## src/rtl/tlp_frag_reader.sv

```systemverilog
// Read stage of the TX fragmentation TLP buffer: pops one or two 128-bit locations per beat,
// sizes each TLP from its first header DW and emits 256-bit beats with SOP/EOP/DW enables.
module tlp_frag_reader #(
    parameter int unsigned BUF_WIDTH   = 128,
    parameter int unsigned OUT_WIDTH   = 256,
    parameter int unsigned COUNT_WIDTH = 9
) (
    input  logic                   clk,
    input  logic                   rst_n,
    input  logic [COUNT_WIDTH-1:0] Count,
    input  logic [BUF_WIDTH-1:0]   rd_data_1,
    input  logic [BUF_WIDTH-1:0]   rd_data_2,
    output logic                   rd_en,
    output logic                   rd_mode,
    output logic                   frag_valid,
    input  logic                   frag_ready,
    output logic [OUT_WIDTH-1:0]   frag_data,
    output logic                   frag_sop,
    output logic                   frag_eop,
    output logic [7:0]             frag_dw_en
);

    localparam int unsigned LOCS_W  = 9;
    localparam int unsigned DW_W    = 11;
    localparam int unsigned LASTN_W = 4;
    localparam int unsigned DWEN_W  = 8;

    typedef enum logic {
        ST_IDLE = 1'b0,
        ST_SEND = 1'b1
    } state_e;

    state_e                 state_q, state_d;
    logic [LOCS_W-1:0]      locs_left_q, locs_left_d;
    logic [LASTN_W-1:0]     last_n_q, last_n_d;
    logic                   valid_q, valid_d;
    logic                   sop_q, sop_d;
    logic                   eop_q, eop_d;
    logic [DWEN_W-1:0]      dw_en_q, dw_en_d;
    logic [OUT_WIDTH-1:0]   data_q, data_d;

    logic [2:0]             hdr_fmt;
    logic [9:0]             hdr_len;
    logic [DW_W-1:0]        pay_dw;
    logic [DW_W-1:0]        total_dw;
    logic [LOCS_W-1:0]      total_locs;
    logic [LASTN_W-1:0]     hdr_last_n;

    logic [LOCS_W-1:0]      cur_locs;
    logic                   need_two;
    logic [COUNT_WIDTH-1:0] need_cnt;
    logic [LOCS_W-1:0]      remaining;
    logic [LASTN_W-1:0]     last_n_sel;
    logic                   load;

    // Header decode of the head location; only meaningful while idle
    always_comb begin
        hdr_fmt    = rd_data_1[31:29];
        hdr_len    = rd_data_1[9:0];
        pay_dw     = '0;
        if (hdr_fmt[1]) begin
            pay_dw = (hdr_len == 10'd0) ? DW_W'(1024) : DW_W'(hdr_len);
        end
        total_dw   = pay_dw + (hdr_fmt[0] ? DW_W'(4) : DW_W'(3));
        total_locs = LOCS_W'((total_dw + DW_W'(3)) >> 2);
        hdr_last_n = LASTN_W'({1'b0, 3'(total_dw - DW_W'(1))}) + LASTN_W'(1);
    end

    // Pop decision; a pair is only popped when both locations are present
    always_comb begin
        cur_locs   = (state_q == ST_IDLE) ? total_locs : locs_left_q;
        need_two   = (cur_locs >= LOCS_W'(2));
        need_cnt   = need_two ? COUNT_WIDTH'(2) : COUNT_WIDTH'(1);
        remaining  = cur_locs - (need_two ? LOCS_W'(2) : LOCS_W'(1));
        last_n_sel = (state_q == ST_IDLE) ? hdr_last_n : last_n_q;
        load       = rst_n && (!valid_q || frag_ready) &&
                     (Count >= need_cnt) && (Count != '0);
        rd_en      = load;
        rd_mode    = load && need_two;
    end

    // Next-state and registered beat outputs
    always_comb begin
        state_d     = state_q;
        locs_left_d = locs_left_q;
        last_n_d    = last_n_q;
        valid_d     = valid_q;
        sop_d       = sop_q;
        eop_d       = eop_q;
        dw_en_d     = dw_en_q;
        data_d      = data_q;

        if (load) begin
            data_d      = need_two ? {rd_data_2, rd_data_1}
                                   : {{BUF_WIDTH{1'b0}}, rd_data_1};
            valid_d     = 1'b1;
            sop_d       = (state_q == ST_IDLE);
            eop_d       = (remaining == '0);
            dw_en_d     = (remaining == '0)
                          ? DWEN_W'((9'd1 << last_n_sel) - 9'd1)
                          : DWEN_W'(8'hFF);
            locs_left_d = remaining;
            state_d     = (remaining == '0) ? ST_IDLE : ST_SEND;
            if (state_q == ST_IDLE) begin
                last_n_d = hdr_last_n;
            end
        end else if (valid_q && frag_ready) begin
            valid_d = 1'b0;
        end
    end

    always_ff @(posedge clk) begin
        if (!rst_n) begin
            state_q     <= ST_IDLE;
            locs_left_q <= '0;
            last_n_q    <= '0;
            valid_q     <= 1'b0;
            sop_q       <= 1'b0;
            eop_q       <= 1'b0;
            dw_en_q     <= '0;
            data_q      <= '0;
        end else begin
            state_q     <= state_d;
            locs_left_q <= locs_left_d;
            last_n_q    <= last_n_d;
            valid_q     <= valid_d;
            sop_q       <= sop_d;
            eop_q       <= eop_d;
            dw_en_q     <= dw_en_d;
            data_q      <= data_d;
        end
    end

    assign frag_valid = valid_q;
    assign frag_sop   = sop_q;
    assign frag_eop   = eop_q;
    assign frag_dw_en = dw_en_q;
    assign frag_data  = data_q;

endmodule

```

## config.mk

```make
export PLATFORM = sky130hd
export DESIGN_NAME = tlp_frag_reader
export DESIGN_NICKNAME = d
export VERILOG_FILES = /design/src/rtl/tlp_frag_reader.sv
export SDC_FILE = /design/constraint.sdc
export NUM_CORES = 1
export LEC_CHECK = 0
export ABC_CLOCK_PERIOD_IN_PS = 9400
export CORE_AREA = 3 3 210 212
export DETAILED_ROUTE_END_ITERATION = 8
export DIE_AREA = 0 0 213 215
export HOLD_SLACK_MARGIN = 0.03
export SLEW_MARGIN = 40
export SYNTH_ARGS = -nofsm -noshare
export SYNTH_HDL_FRONTEND = slang
export SYNTH_SLANG_ARGS = --single-unit
```

## constraint.sdc

```tcl
create_clock -name clk -period 9.4 [get_ports clk]
set_input_delay 1.88 -clock clk [delete_from_list [all_inputs] [get_ports clk]]
set_output_delay 1.88 -clock clk [all_outputs]
set_load 0.005 [all_outputs]
```

**After elaboration in Yosys (flattened, before gate mapping)**

Cells that the tools add are included.

- Divide/modulo/power cells: 0
- Multipliers: 0
- Equal/unequal tests: 0
- Reduce and logical (&&, ||, !) cells: 11
- Shift-type cells: 1
- Multiplexer cells: 11
- Order comparisons: 2
- Bitwise logic cells: 1
- $add $sub $neg: 6

Operators with widths:

| operator | number |
|---|---|
| $mux W256 | 1 |
| $mux W11 | 2 |
| $add A11 B2 Y11 const B | 1 |
| $add A11 B3 Y11 | 1 |
| $logic_not A10 Y1 | 1 |
| $ge A9 B2 Y1 | 1 |
| $ge A9 B2 Y1 const B | 1 |
| $logic_not A9 Y1 | 1 |
| $mux W9 | 1 |
| $reduce_bool A9 Y1 | 1 |
| $sub A9 B2 Y9 | 1 |
| $mux W8 | 1 |
| $shl A1 B4 Y8 const A | 1 |
| $sub A8 B1 Y8 const B | 1 |
| $logic_and A1 B1 Y1 | 5 |
| $add A3 B1 Y4 const B | 1 |
| $mux W4 | 1 |
| $mux W1 | 3 |
| $mux W3 | 1 |
| $sub A3 B1 Y3 const B | 1 |
| $mux W2 | 1 |
| $reduce_bool A2 Y1 | 1 |
| $logic_not A1 Y1 | 1 |
| $logic_or A1 B1 Y1 | 1 |
| $not A1 Y1 | 1 |

- Input port bits: 268
- Word-level logic and storage cells: 40
- ROM bits: 0
- Bits in writable memories: 0
- Bits in registers: 281
- Memories: 0
- Output and inout bits: 269
- Latch bits: 0

**Longest topological paths before layout**

- Depth in word-level cells: 12
- Gate-level depth with buffers: 29
- Gate-level depth less buffers: 22

**Worst setup path before layout**

OpenSTA, ideal clock, no wires.

- Path type: input to output
- Start point: in rd_data_1[30]
- End point: out rd_en
- Data required time: 7.520 ns
- Data arrival time: 6.663 ns
- Path buffers: 7
- Slack: 0.857 ns
- Stages: 26
- Cells stage by stage: clkbuf_1 -> and2_1 -> ha_1 -> inv_1 -> fa_1 -> ha_1 -> nor2_1 -> or3_1 -> o211a_1 -> o41ai_1 -> o22a_1 -> or2_2 -> or2_1 -> buf_6 -> clkbuf_1 -> inv_1 -> ha_1 -> nand2b_1 -> a21oi_1 -> or2_2 -> o21a_1 -> buf_2 -> clkinv_4 -> buf_8 -> buf_6 -> buf_2

- Longest elaborated chain between the ends: 9

Ends and longest elaborated chain:

| item | RTL line | RTL |
|---|---|---|
| start: declaration | 11 | `input logic [BUF_WIDTH-1:0] rd_data_1,` |
| $mux W11 | 61 | `if (hdr_fmt[1]) begin` |
| $add A11 B3 Y11 | 64 | `total_dw = pay_dw + (hdr_fmt[0] ? DW_W'(4) : DW_W'(3));` |
| $add A11 B2 Y11 | 65 | `total_locs = LOCS_W'((total_dw + DW_W'(3)) >> 2);` |
| $mux W9 | 71 | `cur_locs = (state_q == ST_IDLE) ? total_locs : locs_left_q;` |
| $ge A9 B2 Y1 | 72 | `need_two = (cur_locs >= LOCS_W'(2));` |
| $mux W2 | 73 | `need_cnt = need_two ? COUNT_WIDTH'(2) : COUNT_WIDTH'(1);` |
| $ge A9 B2 Y1 | 77 | `(Count >= need_cnt) && (Count != '0);` |
| $logic_and A1 B1 Y1 | 76 | `load = rst_n && (!valid_q \|\| frag_ready) &&` |
| $logic_and A1 B1 Y1 | 77 |  |
| end: declaration | 13 | `output logic rd_en,` |

No other way between the ends.

**Worst setup path after layout**

- Start point: in rd_data_1[0]
- End point: out rd_en

- Longest elaborated chain between the ends: 11

Ends and longest elaborated chain:

| item | RTL line | RTL |
|---|---|---|
| $logic_not A10 Y1 | 62 | `pay_dw = (hdr_len == 10'd0) ? DW_W'(1024) : DW_W'(hdr_len);` |
| $mux W11 (*) | 62 |  |
| $mux W11 (*) | 61 |  |
| $add A11 B3 Y11 (*) | 64 |  |
| $add A11 B2 Y11 (*) | 65 |  |
| $mux W9 (*) | 71 |  |
| $ge A9 B2 Y1 (*) | 72 |  |
| $mux W2 (*) | 73 |  |
| $ge A9 B2 Y1 (*) | 77 |  |
| $logic_and A1 B1 Y1 (*) | 76 |  |
| $logic_and A1 B1 Y1 (*) | 77 |  |

Mark *: on every way between the ends. The rest lies on a longest branch, timed or not.

==> flow_summary.toml <==
[placed_design]
dp_cells = 2405
pre_cts_ws_ps = 508
dpl.hpwl_mm = 30.1
gp_routability_congestion = 0.853
place_area_sq_um = 17200
numPortBuffers = 536

[clock_tree]
clock_latency_ps = 530
root_buffer = "clkbuf_16"
post_cts_buffers = 0
cts.htree.levels = 2
clk_pin_slew_ps = 50
cts-buffers-inserted = 34
cts_resized = 0
cts_buffer_depth = 3
cts_tree = "built"
hold_buffers = 0
clkSinkCount = 281

[worst_hold_path]
hp-class = "reg2reg"
hold_path_startpoint = "frag_data[190]"
hold_path_depth = 2
min_to = "frag_data[190]"

[route]
drtAntennaViolNets = 0
wl_per_cell_microns = 17.2
wirelength_mm = 42.5
drtPass1Iterations = 5
first_iter_violations = 574
routed_via_density = 4.68
num_vias = 11500
drc = 0

[layout]
final_cells = 2468
fill_cells = 4164
area_growth_pct = 57.1
nNetsFinal = 2180
drive_above_1_share_pct = 4.05
multiInputGateArea_sq_um = 5380
fin_area_sq_um = 18400
regArea_sq_um = 5630

[synthesis]
synthArstFlopShare_pct = 0
yosys-mux-area-fraction_pct = 0.342
yosys_warnings = 0
synth_edf_count = 0
yosysSeqAreaShare_pct = 48.0
syn_area_sq_um = 11700
synth-seq-cells = 281
ys.flop_type = "dfxtp_1"
synth-xor-area-share_pct = 1.19
synth_compound_gate_area_share_pct = 19.7
yosys.area_share.simple_pct = 23.4
synth_fa_ha_area_share_pct = 1.19
synth_top_family_by_area = "simple AND/OR/NAND/NOR gates"
syn_area_per_cell_sq_um = 8.14
syn-num-nets = 1717
synthCells = 1440
ys_types = 66

[critical_path]
timing.rr.start = "state_q"
critPathKind = "in2out"
ff2ff_path_depth = 19
regToRegSetupSlack_ps = 4390
r2r_end = "frag_data[240]"
crit_path_max_fanout = 6
worst_ep_arrival_time_ps = 7040
endpoint_kind = "output port"
start_kind = "input port"
cp.required_ps = 7520

[timing]
worst_slew_pin_slew_ps = 788
setup_tns_ps = 0
setup_viol = 0
timing.slew.headroom_pct = 47.5
setup_slack_ps = 483
period_share_pct = 94.9
rsz0062_at_grt = "no"
hold_violations = 0
period_needed_ps = 8920
fin_worst_skew_ps = 28.1
clock.fmax_mhz = 112
report.final.slew_viol_count = 0

[power]
power.leakage_uw = 0.00698
vdd_drop_max_mv = 0.120
pwr_density_cell_nw_per_um2 = 206

[die]
die_w_microns = 213
io_pins = 537
die_area_sq_um = 45800
dieHeight_microns = 215
core_sq_um = 42100
initial_core_util_pct = 27.8
rows = 75

[global_route]
grt.total_usage_pct = 17.6
antenna_found_initial = 4
grt_max_degree = 218
grt_pass1_wl_mm = 64.1
grt_pass1_vias = 11200
gr-total-overflow = 0

[flow_run]
maxCapViolations = 0

[run_status]
status = "finished, final reports clean"
[Yosys cell counts, drive strengths merged (5+ instances only)]
cell	instances	area, sq um
dfxtp	281	5630
inv	14	52.6
a311oi	5	43.8
nand3	143	716
a21oi	20	111
buf	46	388
nand2	422	1580
o21a	7	52.6
clkbuf	75	282
and3	5	31.3
o211a	7	70.1
xor2	5	51.3
ha	7	87.6
a21o	5	37.5
o21ai	149	746
nor3	13	65.1
xnor2	10	87.6
nor2	19	71.3
nand2b	10	62.6
a22oi	5	37.5
a21boi	131	983
[through the flow]
| step | hold WS, ps | total power (uW) | util [%] |
|---|---|---|---|
| CTS | 448 | 3850 | 43.6 |
| detailed placement | 441 | 2460 | 40.9 |
| floorplan | 435 | 1940 | - |
| finish | 445 | 3780 | 43.7 |
| global placement | 434 | 2440 | 40.8 |
| global route | 463 | 4000 | 43.7 |
[worst max path at each step]
stage          cells after the start  slack [ps]    end          start
3_3_place_gp                      21         550  rd_en   rd_data_1[0]
5_1_grt                           20         120  rd_en   rd_data_1[0]
4_1_cts                           21         470  rd_en   rd_data_1[0]
6_report                          21         480  rd_en   rd_data_1[0]
3_5_place_dp                      21         510  rd_en   rd_data_1[0]
2_1_floorplan                     26         860  rd_en  rd_data_1[30]
[placed cells by master (no fill, tap or decap), types with 13 or more instances in the layout]
master / n
clkdlybuf4s50_1: 535
nand2_1: 422
dfxtp_1: 281
nand3_1: 143
a21boi_1: 121
o21ai_0: 107
o21ai_1: 42
clkbuf_16: 35
nor2_1: 19
a21oi_1: 19
inv_1: 14
nor3_1: 13
[sequential cells by signal (all words and copies together) (netlist names)]
register and flops:
frag_dw_en 8, state_q 1, frag_data 256, locs_left_q 9
frag_eop 1, frag_valid 1, last_n_q 4, frag_sop 1
[cell families after synthesis]
group	after synthesis
xor+xnor	15
simple gates	640
compound gates	354
fa+ha+maj	10
flops	281
mux	4
buf+inv	136
[worst max-delay path, stage by stage]
cell             delay [ps]
clkdlybuf4s50_1         500
and2_1                  140
ha_1                    200
inv_1                    70
fa_1                    570
ha_1                    300
nor2_1                   70
or3_1                   330
o211a_1                 240
o41ai_1                 650
o22a_1                  260
or2_2                   140
or2_4                   120
inv_1                    40
ha_1                    260
nand2b_1                110
a21oi_1                  70
or2_2                   280
o21a_4                  240
clkinv_8                 50
clkdlybuf4s50_1         530
[layer usage]
metal | vias to the layer above | track usage, % | wire length, microns
met5 | - | 0 | 17
met4 | 2 | 7.10 | 1430
met3 | 80 | 6.93 | 4420
met2 | 416 | 29.4 | 19900
met1 | 5261 | 20.0 | 16800
li1 | 5780 | - | -
[power breakdown]
group	switching, uW	leakage (uW)	internal, uW
logic	494	0.00409	513
clock network	514	0.000568	840
registers	79.6	0.00233	1340
total	1090	0.00698	2700
[cell type report]
class	count	share of cell area (%)
Inverter	15	0.374
Timing Repair Buffer	548	29.9
Tap cell	539	3.66
Clock inverter	11	0.863
Sequential cell	281	30.6
Clock buffer	49	5.37
Multi-Input combinational cell	1023	29.2
Antenna cell	2	0.0272
No activity file was read; power rests on OpenSTA's default activity.
